File: src/rtl/mips_multicycle_control_if.sv
// mips_multicycle_control_if
// Bundles the sequencer's datapath-facing signals.
//   master : the datapath side. It drives Run/OP/Zero/MemReady and observes the control strobes.
//   slave  : the sequencer side. It observes the inputs and drives the strobes, State,
//            InstrCount and the sticky Illegal/Timeout flags.
// Parameter COUNT_W sets the width of the retired-instruction counter.
interface mips_multicycle_control_if #(
  parameter int COUNT_W = 16
);
  logic               Run;
  logic [5:0]         OP;
  logic               Zero;
  logic               MemReady;
  logic               PCWrite;
  logic               IorD;
  logic               MemRead;
  logic               MemWrite;
  logic               IRWrite;
  logic               MemtoReg;
  logic               RegDst;
  logic               RegWrite;
  logic               Link;
  logic               ALUSrcA;
  logic [1:0]         ALUSrcB;
  logic [2:0]         ALUOp;
  logic [1:0]         PCSource;
  logic [3:0]         State;
  logic [COUNT_W-1:0] InstrCount;
  logic               Illegal;
  logic               Timeout;

  modport master (
    output Run, OP, Zero, MemReady,
    input  PCWrite, IorD, MemRead, MemWrite, IRWrite, MemtoReg, RegDst, RegWrite,
           Link, ALUSrcA, ALUSrcB, ALUOp, PCSource, State, InstrCount, Illegal, Timeout
  );

  modport slave (
    input  Run, OP, Zero, MemReady,
    output PCWrite, IorD, MemRead, MemWrite, IRWrite, MemtoReg, RegDst, RegWrite,
           Link, ALUSrcA, ALUSrcB, ALUOp, PCSource, State, InstrCount, Illegal, Timeout
  );
endinterface

File: src/rtl/mips_multicycle_control.sv
// mips_multicycle_control
// Moore-style multicycle sequencer for the MIPS core. It steps a shared ALU/memory datapath
// through fetch, decode, execute, memory and writeback states. It stalls on MemReady and
// aborts to IDLE when a memory wait exceeds WAIT_MAX cycles. It also counts retired
// instructions and flags undecoded opcodes.
// Ports:
//   clk   : rising-edge clock
//   reset : asynchronous, active-low reset
//   bus   : mips_multicycle_control_if.slave. Carries Run/OP/Zero/MemReady in and the
//           strobes, State, InstrCount, Illegal and Timeout out.
// Parameters: COUNT_W (counter width), WAIT_MAX (memory wait limit, 0 = no limit).
// Optional feature: define MC_JUMP_EN to decode J (0x02) and JAL (0x03) into the JUMP state.
module mips_multicycle_control #(
  parameter int COUNT_W  = 16,
  parameter int WAIT_MAX = 15
) (
  input logic                      clk,
  input logic                      reset,
  mips_multicycle_control_if.slave bus
);

  localparam int WAIT_W = (WAIT_MAX > 1) ? $clog2(WAIT_MAX) : 1;

  typedef enum logic [3:0] {
    IDLE      = 4'd0,
    FETCH     = 4'd1,
    DECODE    = 4'd2,
    MEM_ADDR  = 4'd3,
    MEM_READ  = 4'd4,
    MEM_WB    = 4'd5,
    MEM_WRITE = 4'd6,
    R_EXEC    = 4'd7,
    R_WB      = 4'd8,
    I_EXEC    = 4'd9,
    I_WB      = 4'd10,
    BRANCH    = 4'd11,
    JUMP      = 4'd12
  } stateT;

  typedef struct packed {
    logic       pcWrite;
    logic       iorD;
    logic       memRead;
    logic       memWrite;
    logic       memtoReg;
    logic       regDst;
    logic       regWrite;
    logic       link;
    logic       aluSrcA;
    logic [1:0] aluSrcB;
    logic [2:0] aluOp;
    logic [1:0] pcSource;
  } ctrlT;

  stateT              state_q, state_d;
  ctrlT               ctrl_q;
  logic [COUNT_W-1:0] count_q;
  logic [WAIT_W-1:0]  waitCnt_q;
  logic               illegal_q, timeout_q;
  logic               retire, runStart, illegalSet, timeoutSet, memWait;

  // State-only strobes. These are registered from the next state, so they line up with
  // state_q and drop together with it on reset. In the default build nothing sets link,
  // so Link stays 0.
  function automatic ctrlT decodeState(stateT s, logic [5:0] op);
    ctrlT c;
    c = '0;
    case (s)
      FETCH:     begin c.memRead = 1'b1; c.aluSrcB = 2'd1; c.aluOp = 3'b100; end
      DECODE:    begin c.aluSrcB = 2'd3; c.aluOp = 3'b100; end
      MEM_ADDR:  begin c.aluSrcA = 1'b1; c.aluSrcB = 2'd2; c.aluOp = 3'b011; end
      MEM_READ:  begin c.iorD = 1'b1; c.memRead = 1'b1; end
      MEM_WB:    begin c.memtoReg = 1'b1; c.regWrite = 1'b1; end
      MEM_WRITE: begin c.iorD = 1'b1; c.memWrite = 1'b1; end
      R_EXEC:    begin c.aluSrcA = 1'b1; c.aluOp = 3'b111; end
      R_WB:      begin c.regDst = 1'b1; c.regWrite = 1'b1; end
      I_EXEC: begin
        c.aluSrcA = 1'b1;
        c.aluSrcB = 2'd2;
        c.aluOp   = (op == 6'h0d) ? 3'b101 : (op == 6'h0f) ? 3'b110 : 3'b100;
      end
      I_WB:      c.regWrite = 1'b1;
      BRANCH:    begin c.aluSrcA = 1'b1; c.aluOp = 3'b001; c.pcSource = 2'd1; end
`ifdef MC_JUMP_EN
      JUMP: begin
        c.pcWrite  = 1'b1;
        c.pcSource = 2'd2;
        c.regWrite = (op == 6'h03);
        c.link     = (op == 6'h03);
      end
`endif
      default: ;
    endcase
    return c;
  endfunction

  // Next-state logic. The memory wait checks run after the case statement, so a timeout
  // overrides the "hold" decision in any of the three waiting states.
  always_comb begin
    state_d    = state_q;
    retire     = 1'b0;
    runStart   = 1'b0;
    illegalSet = 1'b0;
    timeoutSet = 1'b0;
    memWait    = 1'b0;
    case (state_q)
      IDLE: if (bus.Run) begin state_d = FETCH; runStart = 1'b1; end
      FETCH: if (bus.MemReady) state_d = DECODE; else memWait = 1'b1;
      DECODE: begin
        case (bus.OP)
          6'h00:               state_d = R_EXEC;
          6'h08, 6'h0d, 6'h0f: state_d = I_EXEC;
          6'h23, 6'h2b:        state_d = MEM_ADDR;
          6'h04, 6'h05:        state_d = BRANCH;
`ifdef MC_JUMP_EN
          6'h02, 6'h03:        state_d = JUMP;
`endif
          default: begin state_d = IDLE; illegalSet = 1'b1; end
        endcase
      end
      MEM_ADDR: state_d = (bus.OP == 6'h2b) ? MEM_WRITE : MEM_READ;
      MEM_READ: if (bus.MemReady) state_d = MEM_WB; else memWait = 1'b1;
      MEM_WB: begin state_d = FETCH; retire = 1'b1; end
      MEM_WRITE: begin
        if (bus.MemReady) begin state_d = FETCH; retire = 1'b1; end
        else memWait = 1'b1;
      end
      R_EXEC: state_d = R_WB;
      R_WB:   begin state_d = FETCH; retire = 1'b1; end
      I_EXEC: state_d = I_WB;
      I_WB:   begin state_d = FETCH; retire = 1'b1; end
      BRANCH: begin state_d = FETCH; retire = 1'b1; end
`ifdef MC_JUMP_EN
      JUMP:   begin state_d = FETCH; retire = 1'b1; end
`endif
      default: state_d = IDLE;
    endcase
    // This is the cycle in which the wait count would reach WAIT_MAX while the memory
    // is still busy. A ready response in this same cycle completes normally.
    if (memWait && (WAIT_MAX > 0) && (int'(waitCnt_q) >= WAIT_MAX - 1)) begin
      state_d    = IDLE;
      timeoutSet = 1'b1;
    end
  end

  always_ff @(posedge clk or negedge reset) begin
    if (!reset) begin
      state_q   <= IDLE;
      ctrl_q    <= '0;
      count_q   <= '0;
      waitCnt_q <= '0;
      illegal_q <= 1'b0;
      timeout_q <= 1'b0;
    end else begin
      state_q <= state_d;
      ctrl_q  <= decodeState(state_d, bus.OP);
      if (retire) count_q <= count_q + COUNT_W'(1);
      if (state_d != state_q) waitCnt_q <= '0;
      else if (memWait)       waitCnt_q <= waitCnt_q + WAIT_W'(1);
      if (runStart) begin
        illegal_q <= 1'b0;
        timeout_q <= 1'b0;
      end
      if (illegalSet) illegal_q <= 1'b1;
      if (timeoutSet) timeout_q <= 1'b1;
    end
  end

  // The fetch completion strobes and the branch decision depend on this cycle's inputs.
  // They are therefore combined with the registered state-only strobes.
  assign bus.PCWrite    = ctrl_q.pcWrite
                        | ((state_q == FETCH) & bus.MemReady)
                        | ((state_q == BRANCH) & (((bus.OP == 6'h04) & bus.Zero) |
                                                  ((bus.OP == 6'h05) & ~bus.Zero)));
  assign bus.IRWrite    = (state_q == FETCH) & bus.MemReady;
  assign bus.IorD       = ctrl_q.iorD;
  assign bus.MemRead    = ctrl_q.memRead;
  assign bus.MemWrite   = ctrl_q.memWrite;
  assign bus.MemtoReg   = ctrl_q.memtoReg;
  assign bus.RegDst     = ctrl_q.regDst;
  assign bus.RegWrite   = ctrl_q.regWrite;
  assign bus.Link       = ctrl_q.link;
  assign bus.ALUSrcA    = ctrl_q.aluSrcA;
  assign bus.ALUSrcB    = ctrl_q.aluSrcB;
  assign bus.ALUOp      = ctrl_q.aluOp;
  assign bus.PCSource   = ctrl_q.pcSource;
  assign bus.State      = state_q;
  assign bus.InstrCount = count_q;
  assign bus.Illegal    = illegal_q;
  assign bus.Timeout    = timeout_q;

endmodule

File: src/flat_wrapper.sv
// flat-port wrapper written by rule: the top's interface ports become plain ports
module mips_multicycle_control_flat 
#(
  parameter int COUNT_W  = 16,
  parameter int WAIT_MAX = 15
)
  (clk, reset, bus_Run, bus_OP, bus_Zero, bus_MemReady, bus_PCWrite, bus_IorD, bus_MemRead, bus_MemWrite, bus_IRWrite, bus_MemtoReg, bus_RegDst, bus_RegWrite, bus_Link, bus_ALUSrcA, bus_ALUSrcB, bus_ALUOp, bus_PCSource, bus_State, bus_InstrCount, bus_Illegal, bus_Timeout);
  mips_multicycle_control_if #(.COUNT_W(COUNT_W)) bus_i ();
  input logic clk;
  input logic reset;
  input wire logic [$bits(bus_i.Run)-1:0] bus_Run;
  input wire logic [$bits(bus_i.OP)-1:0] bus_OP;
  input wire logic [$bits(bus_i.Zero)-1:0] bus_Zero;
  input wire logic [$bits(bus_i.MemReady)-1:0] bus_MemReady;
  output wire logic [$bits(bus_i.PCWrite)-1:0] bus_PCWrite;
  output wire logic [$bits(bus_i.IorD)-1:0] bus_IorD;
  output wire logic [$bits(bus_i.MemRead)-1:0] bus_MemRead;
  output wire logic [$bits(bus_i.MemWrite)-1:0] bus_MemWrite;
  output wire logic [$bits(bus_i.IRWrite)-1:0] bus_IRWrite;
  output wire logic [$bits(bus_i.MemtoReg)-1:0] bus_MemtoReg;
  output wire logic [$bits(bus_i.RegDst)-1:0] bus_RegDst;
  output wire logic [$bits(bus_i.RegWrite)-1:0] bus_RegWrite;
  output wire logic [$bits(bus_i.Link)-1:0] bus_Link;
  output wire logic [$bits(bus_i.ALUSrcA)-1:0] bus_ALUSrcA;
  output wire logic [$bits(bus_i.ALUSrcB)-1:0] bus_ALUSrcB;
  output wire logic [$bits(bus_i.ALUOp)-1:0] bus_ALUOp;
  output wire logic [$bits(bus_i.PCSource)-1:0] bus_PCSource;
  output wire logic [$bits(bus_i.State)-1:0] bus_State;
  output wire logic [$bits(bus_i.InstrCount)-1:0] bus_InstrCount;
  output wire logic [$bits(bus_i.Illegal)-1:0] bus_Illegal;
  output wire logic [$bits(bus_i.Timeout)-1:0] bus_Timeout;
  assign bus_i.Run = bus_Run;
  assign bus_i.OP = bus_OP;
  assign bus_i.Zero = bus_Zero;
  assign bus_i.MemReady = bus_MemReady;
  assign bus_PCWrite = bus_i.PCWrite;
  assign bus_IorD = bus_i.IorD;
  assign bus_MemRead = bus_i.MemRead;
  assign bus_MemWrite = bus_i.MemWrite;
  assign bus_IRWrite = bus_i.IRWrite;
  assign bus_MemtoReg = bus_i.MemtoReg;
  assign bus_RegDst = bus_i.RegDst;
  assign bus_RegWrite = bus_i.RegWrite;
  assign bus_Link = bus_i.Link;
  assign bus_ALUSrcA = bus_i.ALUSrcA;
  assign bus_ALUSrcB = bus_i.ALUSrcB;
  assign bus_ALUOp = bus_i.ALUOp;
  assign bus_PCSource = bus_i.PCSource;
  assign bus_State = bus_i.State;
  assign bus_InstrCount = bus_i.InstrCount;
  assign bus_Illegal = bus_i.Illegal;
  assign bus_Timeout = bus_i.Timeout;
  mips_multicycle_control #(.COUNT_W(COUNT_W), .WAIT_MAX(WAIT_MAX)) u_core (.clk(clk), .reset(reset), .bus(bus_i));
endmodule
File: config.mk
export PLATFORM = sky130hd
export DESIGN_NAME = mips_multicycle_control_flat
export DESIGN_NICKNAME = d
export VERILOG_FILES = /design/src/rtl/mips_multicycle_control_if.sv /design/src/rtl/mips_multicycle_control.sv /design/src/flat_wrapper.sv
export SDC_FILE = /design/constraint.sdc
export NUM_CORES = 1
export LEC_CHECK = 0
export BUFFER_PORTS_ARGS = -buffer_cell sky130_fd_sc_hd__buf_2
export CAP_MARGIN = 40
export CORE_MARGIN = 5
export CORE_UTILIZATION = 45
export DETAILED_ROUTE_END_ITERATION = 16
export PLACE_DENSITY = 0.66
export SLEW_MARGIN = 20
export SYNTH_ARGS = -nofsm -noshare
export SYNTH_HDL_FRONTEND = slang
export SYNTH_SLANG_ARGS = --single-unit
File: constraint.sdc
create_clock -name clk -period 4.5 [get_ports clk]
set_clock_uncertainty 0.2 [all_clocks]
set_input_delay 0.45 -clock clk [delete_from_list [all_inputs] [get_ports clk]]
set_output_delay 0.45 -clock clk [all_outputs]
set_load 0.01 [all_outputs]
Yosys cells after proc, flatten, opt, wreduce, memory -nomap -nowiden
Index checks and enable logic that the tools add are counted.
- bits in registers: 39
- bits in latches: 0
- RAM bits: 0
- memory bits (read-only): 0
- memories kept: 0
- add/sub/neg operators: 2
- multiply operators: 0
- divide/modulo/power cells: 0
- order comparisons: 1
- equality and inequality tests: 30
- shifts and indexed selects: 0
- multiplexer cells: 34
- bitwise gates (word level): 7
- reductions and logical operators: 18
- operator list (kind ; count):
    4-bit one-hot mux with 9 select lines ; 1
    4-bit by 3-bit == test with 1-bit output (second input constant) ; 8
    4-bit == test (second input constant) ; 8
    4-bit 2-to-1 mux ; 7
    1-bit 2-to-1 mux ; 19
    6-bit by 4-bit == test with 1-bit output (second input constant) ; 3
    16-bit by 1-bit adder with 16-bit output (second input constant) ; 1
    4-bit by 2-bit == test with 1-bit output (second input constant) ; 4
    4-bit one-hot mux with 4 select lines ; 1
    3-bit one-hot mux with 5 select lines ; 1
    6-bit by 3-bit == test with 1-bit output (second input constant) ; 2
    6-bit == test (second input constant) ; 2
    2-bit OR reduction ; 6
    3-bit OR reduction ; 3
    4-bit by 1-bit == test with 1-bit output (second input constant) ; 2
    4-bit OR reduction ; 2
    8-bit OR reduction ; 1
    6-bit zero test ; 1
    2-bit one-hot mux with 3 select lines ; 1
    2-bit nonzero test ; 3
    4-bit by 1-bit adder with 4-bit output (second input constant) ; 1
    1-bit AND ; 4
    4-bit greater-or-equal comparator (second input constant) ; 1
    4-bit zero test ; 1
    7 further kinds ; 9

Logic depth before layout (Yosys ltp)
- word-level depth: 8
- mapped depth: 8

Least setup slack after synthesis
OpenSTA, ideal clock, no wires.
- path type: input port to output port
- from: input bus_OP[3]
- to: output bus_PCWrite
- data arrival time: 1.642 ns
- data required time: 3.850 ns
- path slack: 2.208 ns
- cell stages on the path: 5
- cell sequence: clkbuf_1 -> nor3_1 -> nand2_1 -> or4_1 -> o21ai_0
- word-level cells in the longest chain between the ends: 5
- elaborated cells on any way between the ends: 7
- RTL lines (element ; RTL line ; source):
    start: declaration ; flat_wrapper.sv:12 ; input wire logic [$bits(bus_i.OP)-1:0] bus_OP;
    6-bit by 3-bit == test with 1-bit output, on equally long branches ; mips_multicycle_control.sv:173, mips_multicycle_control.sv:174 ;
    1-bit AND, on equally long branches ; mips_multicycle_control.sv:173, mips_multicycle_control.sv:174 ;
    1-bit OR * ; mips_multicycle_control.sv:173 ; | ((state_q == BRANCH) & (((bus.OP == 6'h04) & bus.Zero) |
    1-bit AND * ; mips_multicycle_control.sv:173 ;
    1-bit OR * ; mips_multicycle_control.sv:173 ;
    end: declaration ; flat_wrapper.sv:15 ; output wire logic [$bits(bus_i.PCWrite)-1:0] bus_PCWrite;
Mark *: on every way between the ends. The rest lies on a longest branch, timed or not.

Worst setup path after layout
- from: register u_core.state_q[0], in the netlist u_core.bus.State[0]
- to: output bus_PCWrite
- word-level cells in the longest chain between the ends: 3
- elaborated cells on any way between the ends: 5
- RTL lines (element ; RTL line ; source):
    start: declaration ; mips_multicycle_control.sv:55 ; stateT state_q, state_d;
    start signal: assignment ; mips_multicycle_control.sv:155 ; state_q <= state_d;
    4-bit by 1-bit == test with 1-bit output or 4-bit == test (tied branches) ; mips_multicycle_control.sv:172, mips_multicycle_control.sv:173 ;
    1-bit AND, on equally long branches ; mips_multicycle_control.sv:172, mips_multicycle_control.sv:173 ;
    1-bit OR * ; mips_multicycle_control.sv:173 ;
Marks and branches as above.

==> impl_metrics.py <==
metrics = {
    "die": {
        "placementRows": 25,
        "dieArea_um2": 6220,
        "fp.dieW_um": 78.9,
        "die_y_um": 78.9,
        "initial_utilization": 0.458,
        "ioPinCount": 50,
        "core_area_um2": 4660,
    },
    "detailed_routing": {
        "ant_nets": 0,
        "vias": 1712,
        "first_pass_iters": 4,
        "highest_layer": "met4",
        "detail_route.wl_per_cell_um": 14.4,
        "dr.first_iter.drc_count": 51,
        "via_per_inst": 5.43,
        "met3_length_um": 288,
        "met1_length_mm": 2.06,
        "drc": 0,
        "totalWireLength_mm": 4.53,
        "route.met2.wl_mm": 2.11,
    },
    "sta": {
        "whs_ns": 0.266,
        "slew_headroom": 0.594,
        "fin_crit_sh": 0.611,
        "hold_viol": 0,
        "worst_pin_slew_ns": 0.609,
        "rsz0062_at_grt": "false",
        "slew_viol_final": 0,
        "fin_tns_setup_ns": 0,
        "finalSetupViolations": 0,
        "timing.fmax_ghz": 0.364,
        "worst_slack_ns": 1.75,
        "finalCriticalPeriod_ns": 2.75,
    },
    "worst_setup_path": {
        "critPathCaptureType": "output port",
        "crit_buf_inv": 1,
        "cp.arrival_ns": 2.10,
        "critPathLaunchType": "flip-flop",
        "cpPeakStageDelay_ns": 0.68,
        "worst-setup-path-type": "reg2out",
        "critPathRequiredTime_ns": 3.85,
        "critical_path.slowest_cell": "dfrtp_1",
        "path_cells": "nand2_1, or4_1, o21ai_0, buf_2",
        "cp_top_family": "simple AND/OR/NAND/NOR gates",
        "critical_path.max_fanout": 19,
    },
    "global_route": {
        "globalRouteOverflowTotal": 0,
        "antenna_found_initial": 0,
        "grt_max_degree": 22,
        "grt_pass1_vias": 1639,
        "grt_pass1_wl_mm": 7.80,
        "grt.total_usage": 0.159,
    },
    "synthesis": {
        "syn-cell-area_um2": 2140,
        "syn_avg_cell_area_um2": 9.89,
        "synth_edf_count": 0,
        "yosys_warnings": 0,
        "ys_seq_area_frac": 0.457,
        "synth_cells": 216,
        "yosysUniqueCellTypes": 60,
        "synth-main-ff-cell": "dfrtp_1",
        "synth_seq_cells": 39,
        "ys_async_sr_fraction": 1.00,
    },
    "power": {
        "p_leak_nw": 1.28,
        "peakVddDrop_v": 0.000221,
        "p_per_area_nw_per_um2": 537,
    },
    "layout": {
        "n_fill_cell": 442,
        "n_antenna_cell": 0,
        "fin_nets": 274,
        "final_layout_size_suffix_gt1_frac": 0.261,
        "syn2layout_area_growth_pct": 18.0,
        "final_core_util": 0.541,
    },
    "placement": {
        "place_ws_ns": 1.94,
        "numPortBuffers": 47,
        "gp_congestion": 0.862,
        "dp_hpwl_mm": 3.45,
    },
    "clock_network": {
        "cts_htree_levels": 2,
        "ctsHoldBuffers": 1,
        "cts_tree": "done",
        "clk_pin_slew_ns": 0.07,
        "clock_sinks": 39,
        "clock_latency_ns": 0.29,
        "post-cts-setup-buffers": 0,
        "cts_made_buffers": 5,
        "cts_resized": 0,
        "cts_root_buf": "clkbuf_8",
        "cts_max_path_buffers": 2,
    },
    "flow_run": {
        "drv_cap": 0,
    },
    "min_path": {
        "hp-class": "reg2reg",
    },
    "status": {
        "status": "finished, final reports clean",
    },
}
[final timing paths]
| kind | from | to | slack [ns] | depth (start not counted) |
|---|---|---|---|---|
| max | u_core.bus.State[0] | bus_PCWrite | 1.75 | 4 |
| min | u_core.bus.InstrCount[15] | u_core.bus.InstrCount[15] | 0.27 | 1 |
| max reg2reg | u_core.bus.State[2] | u_core.waitCnt_q[1] | 1.96 | 6 |
| min reg2reg | u_core.bus.InstrCount[15] | u_core.bus.InstrCount[15] | 0.27 | 1 |
| max in group asynchronous | reset | u_core.bus.InstrCount[5] | 3.21 | 3 |
| min in group asynchronous | reset | u_core.bus.ALUSrcA | 0.44 | 2 |
[flip-flops by register name, indices dropped and copies added, names as in the netlist]
| register | count |
|---|---|
| u_core.bus.ALUOp | 3 |
| u_core.bus.Timeout | 1 |
| u_core.bus.PCSource | 1 |
| u_core.bus.MemtoReg | 1 |
| u_core.bus.MemRead | 1 |
| u_core.bus.IorD | 1 |
| u_core.bus.Illegal | 1 |
| u_core.bus.InstrCount | 16 |
| u_core.waitCnt_q | 4 |
| u_core.bus.RegDst | 1 |
| u_core.bus.ALUSrcA | 1 |
| u_core.bus.State | 4 |
| u_core.bus.ALUSrcB | 2 |
| u_core.bus.MemWrite | 1 |
| u_core.bus.RegWrite | 1 |
[cell usage after synthesis, types with 2 or more instances]
cell type,instances,share of area
dfrtp_1,39,0.46
xnor2_1,12,0.049
ha_1,3,0.018
buf_2,6,0.014
buf_4,3,0.011
and3_1,4,0.012
and2_1,2,0.0059
o21ai_0,8,0.019
inv_1,11,0.019
xor2_1,7,0.029
a22o_1,2,0.0082
nor2_1,15,0.026
nand3_1,9,0.021
nand2b_1,4,0.012
nor3_1,6,0.014
o211ai_1,3,0.011
nand3b_1,2,0.0070
nand2_1,18,0.032
nor2b_1,6,0.018
a21oi_1,7,0.016
and4_1,2,0.0082
nand4_1,7,0.021
clkbuf_1,2,0.0035
nor4_1,2,0.0059
[cells by family (layout without fill, tap and decap cells)]
family | after synthesis | in the layout | synth area share
compound gates | 37 | 37 | 0.137
xor+xnor | 19 | 19 | 0.0779
fa+ha+maj | 3 | 3 | 0.0176
buf+inv | 24 | 68 | 0.0551
flops | 39 | 39 | 0.457
mux | 3 | 3 | 0.0164
other cells | 1 | 2 | 0.00176
simple gates | 90 | 90 | 0.238
[metal layers]
metal	vias up	track usage
li1	843	-
met1	812	0.204
met2	52	0.252
met3	5	0.0420
met4	0	0.0739
met5	-	0
[cells in the final DEF (no fill, tap or decap), drive strengths merged, types with 3 or more instances in the layout]
| cell | n |
|---|---|
| buf | 48 |
| dfrtp | 39 |
| nand2 | 18 |
| nor2 | 15 |
| xnor2 | 12 |
| inv | 11 |
| nand3 | 9 |
| o21ai | 8 |
| nand4 | 8 |
| a21oi | 7 |
| xor2 | 7 |
| nor3 | 7 |
| nor2b | 6 |
| clkbuf | 6 |
| nand2b | 5 |
| and3 | 4 |
| o211ai | 3 |
| ha | 3 |
[power breakdown]
part           internal, mW  total, mW  switching [mW]
combinational         0.232      0.519           0.287
sequential            0.423      0.537           0.114
clock                 0.179      0.299           0.119
[stage by stage]
| stage | std cells | instance area [um^2] | total power, mW |
|---|---|---|---|
| after floorplan | 217 | 2140 | 0.920 |
| after global placement | 305 | 2370 | 1.05 |
| after detailed placement | 306 | 2390 | 1.07 |
| after CTS | 315 | 2520 | 1.37 |
| after global routing | 315 | 2520 | 1.46 |
| final | 315 | 2520 | 1.35 |
[cell type report]
type	instances	area, um^2	area share
clock buffers	6	82.6	0.0328
inverters	11	41.3	0.0164
multi-input cells	154	1050	0.415
well taps	54	67.6	0.0268
repair buffers	49	273	0.108
flip-flops and latches	39	976	0.387
clock inverters	2	35.0	0.0139
[worst reg2reg max path: cells and delay by family, from the launching register on]
kind,cells,cell delay [ns]
flops,1,0.58
compound gates,4,1.27
simple gates,2,0.38
No activity file was read; power rests on OpenSTA's default activity.
